[config.mk]
export PLATFORM = sky130hd
export DESIGN_NAME = mod_n_updown_counter
export DESIGN_NICKNAME = d
export VERILOG_FILES = /design/src/rtl/counter_pkg.sv /design/src/rtl/cnt_prescaler.sv /design/src/rtl/mod_n_updown_counter.sv
export SDC_FILE = /design/constraint.sdc
export NUM_CORES = 1
export LEC_CHECK = 0
export ABC_AREA = 0
export CAP_MARGIN = 10
export CORE_AREA = 2 2 39 41
export CTS_CLUSTER_DIAMETER = 60
export CTS_CLUSTER_SIZE = 25
export DETAILED_ROUTE_END_ITERATION = 7
export DIE_AREA = 0 0 41 43
export GPL_TIMING_DRIVEN = 0
export PLACE_DENSITY = 0.59
export SKIP_CTS_REPAIR_TIMING = 1
export SKIP_LAST_GASP = 1
export SLEW_MARGIN = 20
export SYNTH_ARGS = -nofsm -noshare
export SYNTH_HDL_FRONTEND = slang
export SYNTH_SLANG_ARGS = --single-unit
[constraint.sdc]
create_clock -name clk -period 1.84 [get_ports clk]
set_input_delay 0.368 -clock clk [delete_from_list [all_inputs] [get_ports clk]]
set_output_delay 0.368 -clock clk [all_outputs]
set_load 0.05 [all_outputs]
[src/rtl/counter_pkg.sv]
// Shared constants and parameter-legality helper for the modulo-N up/down counter.
package counter_pkg;

   localparam logic MODE_UP   = 1'b1;
   localparam logic MODE_DOWN = 1'b0;

   // Width is capped so that 2**width still fits comfortably in an int.
   function automatic bit params_legal(input int width, input int modulus, input int prescale);
      return (width >= 1) && (width <= 30) &&
             (modulus >= 2) && (modulus <= (1 << width)) &&
             (prescale >= 1);
   endfunction

   function automatic int prescale_width(input int prescale);
      return (prescale > 1) ? $clog2(prescale) : 1;
   endfunction

endpackage

[src/rtl/cnt_prescaler.sv]
// Enable prescaler: ticks once every PRESCALE enabled cycles; clr restarts the count.
module cnt_prescaler
   import counter_pkg::*;
#(
   parameter int PRESCALE = 1
) (
   input  logic clk,
   input  logic rst,
   input  logic en,
   input  logic clr,
   output logic tick
);

   localparam int PW = prescale_width(PRESCALE);
   localparam logic [PW-1:0] LAST = PW'(PRESCALE - 1);
   localparam logic [PW-1:0] ONE  = PW'(1);

   logic [PW-1:0] cnt_q;
   logic [PW-1:0] cnt_d;

   always_comb begin
      cnt_d = cnt_q;
      if (clr) begin
         cnt_d = '0;
      end else if (en) begin
         cnt_d = (cnt_q == LAST) ? '0 : cnt_q + ONE;
      end
   end

   always_ff @(posedge clk) begin
      if (rst) begin
         cnt_q <= '0;
      end else begin
         cnt_q <= cnt_d;
      end
   end

   assign tick = en && !clr && (cnt_q == LAST);

endmodule

[src/rtl/mod_n_updown_counter.sv]
// Modulo-N up/down counter with load, range-checked load and enable prescaler.
// Optional saturate select (port sat) is enabled by defining MOD_N_COUNTER_SAT_EN.
module mod_n_updown_counter
   import counter_pkg::*;
#(
   parameter int WIDTH    = 4,
   parameter int MODULUS  = 12,
   parameter int PRESCALE = 1
) (
   input  logic             clk,
   input  logic             rst,
`ifdef MOD_N_COUNTER_SAT_EN
   input  logic             sat,
`endif
   input  logic             en,
   input  logic             mode,
   input  logic             load,
   input  logic [WIDTH-1:0] data_in,
   output logic [WIDTH-1:0] data_out,
   output logic             tc,
   output logic             wrap,
   output logic             load_err
);

   if (!params_legal(WIDTH, MODULUS, PRESCALE)) begin : g_param_err
      $error("mod_n_updown_counter: illegal WIDTH/MODULUS/PRESCALE combination");
   end

   localparam logic [WIDTH-1:0] MAX = WIDTH'(MODULUS - 1);
   localparam logic [WIDTH-1:0] ONE = WIDTH'(1);

   logic [WIDTH-1:0] cnt_q, cnt_d;
   logic             wrap_q, wrap_d;
   logic             err_q, err_d;
   logic             tick;
   logic             sat_en;
   logic             over_range;
   logic             at_term;

`ifdef MOD_N_COUNTER_SAT_EN
   assign sat_en = sat;
`else
   assign sat_en = 1'b0;
`endif

   cnt_prescaler #(
      .PRESCALE (PRESCALE)
   ) u_prescaler (
      .clk  (clk),
      .rst  (rst),
      .en   (en),
      .clr  (load),
      .tick (tick)
   );

   // Widened compare so MODULUS == 2**WIDTH never flags a load as out of range.
   assign over_range = ({1'b0, data_in} >= (WIDTH + 1)'(MODULUS));
   assign at_term    = (mode == MODE_UP) ? (cnt_q == MAX) : (cnt_q == '0);

   always_comb begin
      cnt_d  = cnt_q;
      wrap_d = 1'b0;
      err_d  = 1'b0;
      if (load) begin
         cnt_d = over_range ? MAX : data_in;
         err_d = over_range;
      end else if (tick) begin
         if (at_term) begin
            if (!sat_en) begin
               cnt_d  = (mode == MODE_UP) ? '0 : MAX;
               wrap_d = 1'b1;
            end
         end else begin
            cnt_d = (mode == MODE_UP) ? cnt_q + ONE : cnt_q - ONE;
         end
      end
   end

   always_ff @(posedge clk) begin
      if (rst) begin
         cnt_q  <= '0;
         wrap_q <= 1'b0;
         err_q  <= 1'b0;
      end else begin
         cnt_q  <= cnt_d;
         wrap_q <= wrap_d;
         err_q  <= err_d;
      end
   end

   assign data_out = cnt_q;
   assign tc       = at_term;
   assign wrap     = wrap_q;
   assign load_err = err_q;

endmodule

# Word-level counts from Yosys, hierarchy flattened
# Index checks and enable logic that the tools add are counted.
[totals]
regBits = 7
inputBits = 9
output_inout_bits = 7
word_cells = 29
[classes]
addsub = 3
order_cmp = 1
eq_ne = 1
n_mux = 9
n_bitwise = 3
reduce_logical = 8
[ops]
columns = ["operator", "count"]
rows = [
  ["4-bit two-way mux", 6],
  ["4-bit by 1-bit adder with 4-bit output (second input constant)", 1],
  ["4-bit equality test (second input constant)", 1],
  ["4-bit >= comparator (second input constant)", 1],
  ["4-bit zero test", 1],
  ["2-bit OR reduction", 2],
  ["4-bit by 1-bit subtractor with 4-bit output (second input constant)", 1],
  ["1-bit two-way mux", 3],
  ["1-bit NOT", 3],
  ["3-bit OR reduction", 1],
  ["1-bit logical AND", 2],
  ["2-bit nonzero test", 1],
  ["1-bit adder (second input constant)", 1],
  ["1-bit zero test", 1],
]

# Longest topological paths before layout
[logic_depth]
depth_word = 5
ltp_mapped = 6
ltp_nobuf = 6

# Cells and area by module
# Synthesis repeated with hierarchy kept, for this count alone.
[hier_totals]
hier_cells = 47
hier_area_um2 = 416.6
[by_module_without_submodules]
columns = ["mod", "n_inst", "cells_per_inst", "area_per_inst_um2", "seq_area_each_um2"]
rows = [
  ["mod_n_updown_counter", 1, 46, 402.9, 120.1],
  ["cnt_prescaler", 1, 1, 13.8, 0.0],
]

# Worst setup path before layout
# No wires, ideal clock.
[synth_timing]
path_kind = "register to register"
start = "register cnt_q[0] (netlist: data_out[0])"
end = "register wrap_q (netlist: wrap)"
setup_ps = 96
arrival_time_ps = 2179
t_required_ps = 1744
path_slack_ps = -435
path_stages_with_launch = 4
path_buffers = 0
period_less_slack_ps = 2275
cell_sequence = "dfxtp_1 -> or4_4 -> a21oi_1 -> nor4b_1"
[synth_via]
elab_chain_len = 3
word_cells_on_any_way = 4
classes_between = "eq/ne (1); mux (2); reduce/logical (1)"
[synth_rtl]
columns = ["element", "line", "rtl"]
rows = [
  ["start: declaration", "mod_n_updown_counter.sv:32", "logic [WIDTH-1:0] cnt_q, cnt_d;"],
  ["start signal: assignment", "mod_n_updown_counter.sv:85", "cnt_q <= cnt_d;"],
  ["4-bit equality test / 4-bit zero test (equally long branches)", "mod_n_updown_counter.sv:58", "assign at_term = (mode == MODE_UP) ? (cnt_q == MAX) : (cnt_q == '0);"],
  ["1-bit two-way mux *", "mod_n_updown_counter.sv:58", ""],
  ["via tc", "mod_n_updown_counter.sv:20", "output logic tc,"],
  ["1-bit two-way mux *", "mod_n_updown_counter.sv:68", "if (at_term) begin"],
  ["end signal: assignment", "mod_n_updown_counter.sv:86", "wrap_q <= wrap_d;"],
  ["end: declaration", "mod_n_updown_counter.sv:33", "logic wrap_q, wrap_d;"],
]
# Mark *: on every way through the listed nets, which the timed path passes. The rest lies on a longest branch.
# A chain may end at the register's enable or synchronous reset.

# Worst setup path in the final report
[layout_timing]
start = "register cnt_q[0] (netlist: data_out[0])"
end = "output tc"
[layout_via]
elab_chain_len = 2
word_cells_on_any_way = 3
classes_between = "eq/ne (1); mux (1); reduce/logical (1)"
[layout_rtl]
columns = ["element", "line"]
rows = [
  ["4-bit equality test / 4-bit zero test (equally long branches)", "mod_n_updown_counter.sv:58"],
  ["1-bit two-way mux *", "mod_n_updown_counter.sv:58"],
  ["end: declaration", "mod_n_updown_counter.sv:20"],
]
# Every way passes the cells marked *; elsewhere a longest branch is shown, timed or not.

==> results.json <==
{
  "status": "finished, violations left",
  "violations": "setup timing",
  "worstPathArrival_ps": 1520,
  "synth_flop_cell": "dfxtp_1",
  "drive_gt1_share_pct": 19.7,
  "synth_cells": 49,
  "vias": 440,
  "cts_buffers": 3,
  "hold_path_end": "data_out[1]$_SDFFE_PP0P_",
  "die_h_microns": 43,
  "finalClockSkew_ps": 0.783,
  "dp_hpwl_microns": 765,
  "ys_warn_count": 0,
  "postSynthAreaPerCell_sq_um": 8.30,
  "wl_met1_microns": 455,
  "final_nets": 80,
  "grt_first_pass_wirelength_microns": 1550,
  "slew_headroom_pct": 66.6,
  "synth_nets": 61,
  "dr_wl_met2_microns": 493,
  "p_per_area_nw_per_um2": 723,
  "first_global_vias": 404,
  "firstDrtPassIters": 4,
  "final.setup.worst_slack_ps": -48.3,
  "total_power_uw": 469,
  "diodes": 0,
  "cts_sinks": 6,
  "start_util_pct": 29.4,
  "ir_drop_mv": 0.360,
  "hold_path_class": "reg -> reg",
  "core-area_sq_um": 1380,
  "grt-ovfl-total": 0,
  "clk_latency_ps": 250,
  "r2r-start": "data_out[0]$_SDFFE_PP0P_",
  "crit_slowest_cell": "or4_4",
  "synth.most_common_cell": "dfxtp_1",
  "path_class": "reg -> out",
  "gp_congestion": 0.658,
  "end_kind": "output pin",
  "area_growth_pct": 59.7,
  "antenna_found_initial": 0,
  "post-route-min-period_ps": 1890,
  "maxUsedRoutingLayer": "met4",
  "path_buf_inv": 1,
  "rows": 14,
  "synth_top_area_share_pct": 29.5,
  "path_delay_family": "simple AND/OR/NAND/NOR gates",
  "track_usage_pct": 13.1,
  "finalSetupViolCount": 1,
  "fin_crit_sh_pct": 103,
  "yosys-top-cells-count": "dfxtp_1, a21oi_1, nor2_1",
  "synth.area.top_cells": "dfxtp_1, a21oi_1, ha_1, fa_1, nor2_1",
  "ys_ff_latch": 6,
  "drc": 0,
  "r2r_end": "data_out[1]$_SDFFE_PP0P_",
  "syn_area_sq_um": 407,
  "cap_violations": 0,
  "tns_ps": -48.3,
  "grt_start_max_net_pins": 10,
  "min_path_cells": 2,
  "synth-seq-area-share_pct": 29.5,
  "root_buffer": "clkbuf_4",
  "cts.clk_slew.worst_paths_ps": 50,
  "synth.distinct_cells": 26,
  "r2r_cells": 4,
  "placement.io_buffers": 14,
  "drtIter0Drc": 5,
  "wl_microns": 1010,
  "htree_levels": 1,
  "rsz0062_at_grt": "true",
  "met3WireLength_microns": 49,
  "dieArea_sq_um": 1760,
  "cts_buffer_depth": 2,
  "cp_max_fo": 6,
  "cp_cell_sequence": "or4_4 -> a21oi_4 -> buf_6",
  "fmax_mhz": 530,
  "p_leak_uw": 0.000299,
  "cts_tree": "done",
  "io_pins": 16,
  "place_ws_ps": -773,
  "synth-edff-count": 0,
  "wl_per_cell_microns": 12.3,
  "r2r_slack_ps": 150,
  "finalMaxSlewViolations": 0,
  "via_per_inst": 5.37,
  "worstHoldStart": "data_out[1]$_SDFFE_PP0P_",
  "die_w_microns": 41,
  "crit_required_ps": 1470,
  "synthArstFlopShare_pct": 0,
  "post-synth-top-area-cell": "dfxtp_1",
  "finalHoldViolations": 0,
  "utilization_pct": 46.9,
  "worst_pin_slew_ps": 500,
  "start_kind": "flip-flop",
  "ant_nets": 0,
  "critical-path-max-stage-delay_ps": 560
}
[per-stage QoR]
| step | area [sq um] | hold WS, ps | instances |
|---|---|---|---|
| global placement | 581 | 494 | 79 |
| floorplan | 420 | 430 | 49 |
| finish | 649 | 504 | 82 |
| global route | 649 | 523 | 82 |
| CTS | 603 | 508 | 82 |
| detailed placement | 581 | 505 | 79 |
[worst reg2reg max path, stage by stage (launching register included)]
cell and delay, ps:
dfxtp_1 380, or4_4 560, o21ba_1 220, a221o_1 320
a21oi_1 130
[cell usage in the layout, fill, tap and decap left out, drive strengths merged, types with 2 or more instances in the layout]
cell | synthesis | layout
dlymetal6s2s | 0 | 5
o21ai | 2 | 2
a21oi | 5 | 5
nor2 | 5 | 5
nand2 | 3 | 3
nand3 | 2 | 2
dfxtp | 6 | 6
nor2b | 3 | 3
ha | 2 | 2
clkdlybuf4s50 | 0 | 8
inv | 3 | 3
clkbuf | 1 | 4
xor2 | 2 | 2
[sequential cells by signal, indices dropped and copies added (netlist names)]
name and cells:
data_out 4, wrap 1, load_err 1
[area by class of cell]
| type | count | area (sq um) |
|---|---|---|
| Inverter | 3 | 11.3 |
| Buffer | 1 | 3.75 |
| Clock buffer | 3 | 22.5 |
| Timing Repair Buffer | 14 | 154 |
| Sequential cell | 6 | 123 |
| Tap cell | 16 | 20.0 |
| Multi-Input combinational cell | 39 | 315 |
| Fill cell | 133 | 734 |
[power by group]
part | internal (uW) | switching [uW] | total (uW)
Sequential | 141 | 19.5 | 161
Combinational | 80.4 | 99.2 | 180
Clock | 74.3 | 54.6 | 129
[worst max path at each step]
stage	from	endpoint	slack, ps	depth (start not counted)
final	data_out[0]$_SDFFE_PP0P_	tc	-50	3
after global routing	data_out[0]$_SDFFE_PP0P_	tc	-100	3
after CTS	mode	tc	-770	4
after detailed placement	mode	tc	-770	4
after global placement	mode	tc	-770	4
after floorplan	data_out[0]$_SDFFE_PP0P_	tc	0.02	2
[kinds of logic (layout without fill, tap and decap cells)]
logic type	count (synthesis)	count (layout)	share of synthesized area, %
AND/OR/NAND/NOR	19	19	25.5
AO/OA/AOI/OAI	15	15	25.8
flip-flops	6	6	29.5
buffers and inverters	4	21	3.69
XOR/XNOR	2	2	4.31
adder cells (fa/ha/maj)	3	3	11.1
[routing by layer]
layer | global-route usage [%] | vias up
met4 | 4.00 | 0
met1 | 16.5 | 209
met5 | 0 | -
met3 | 6.28 | 3
li1 | - | 217
met2 | 19.1 | 11
(Power assumes the default switching activity.)
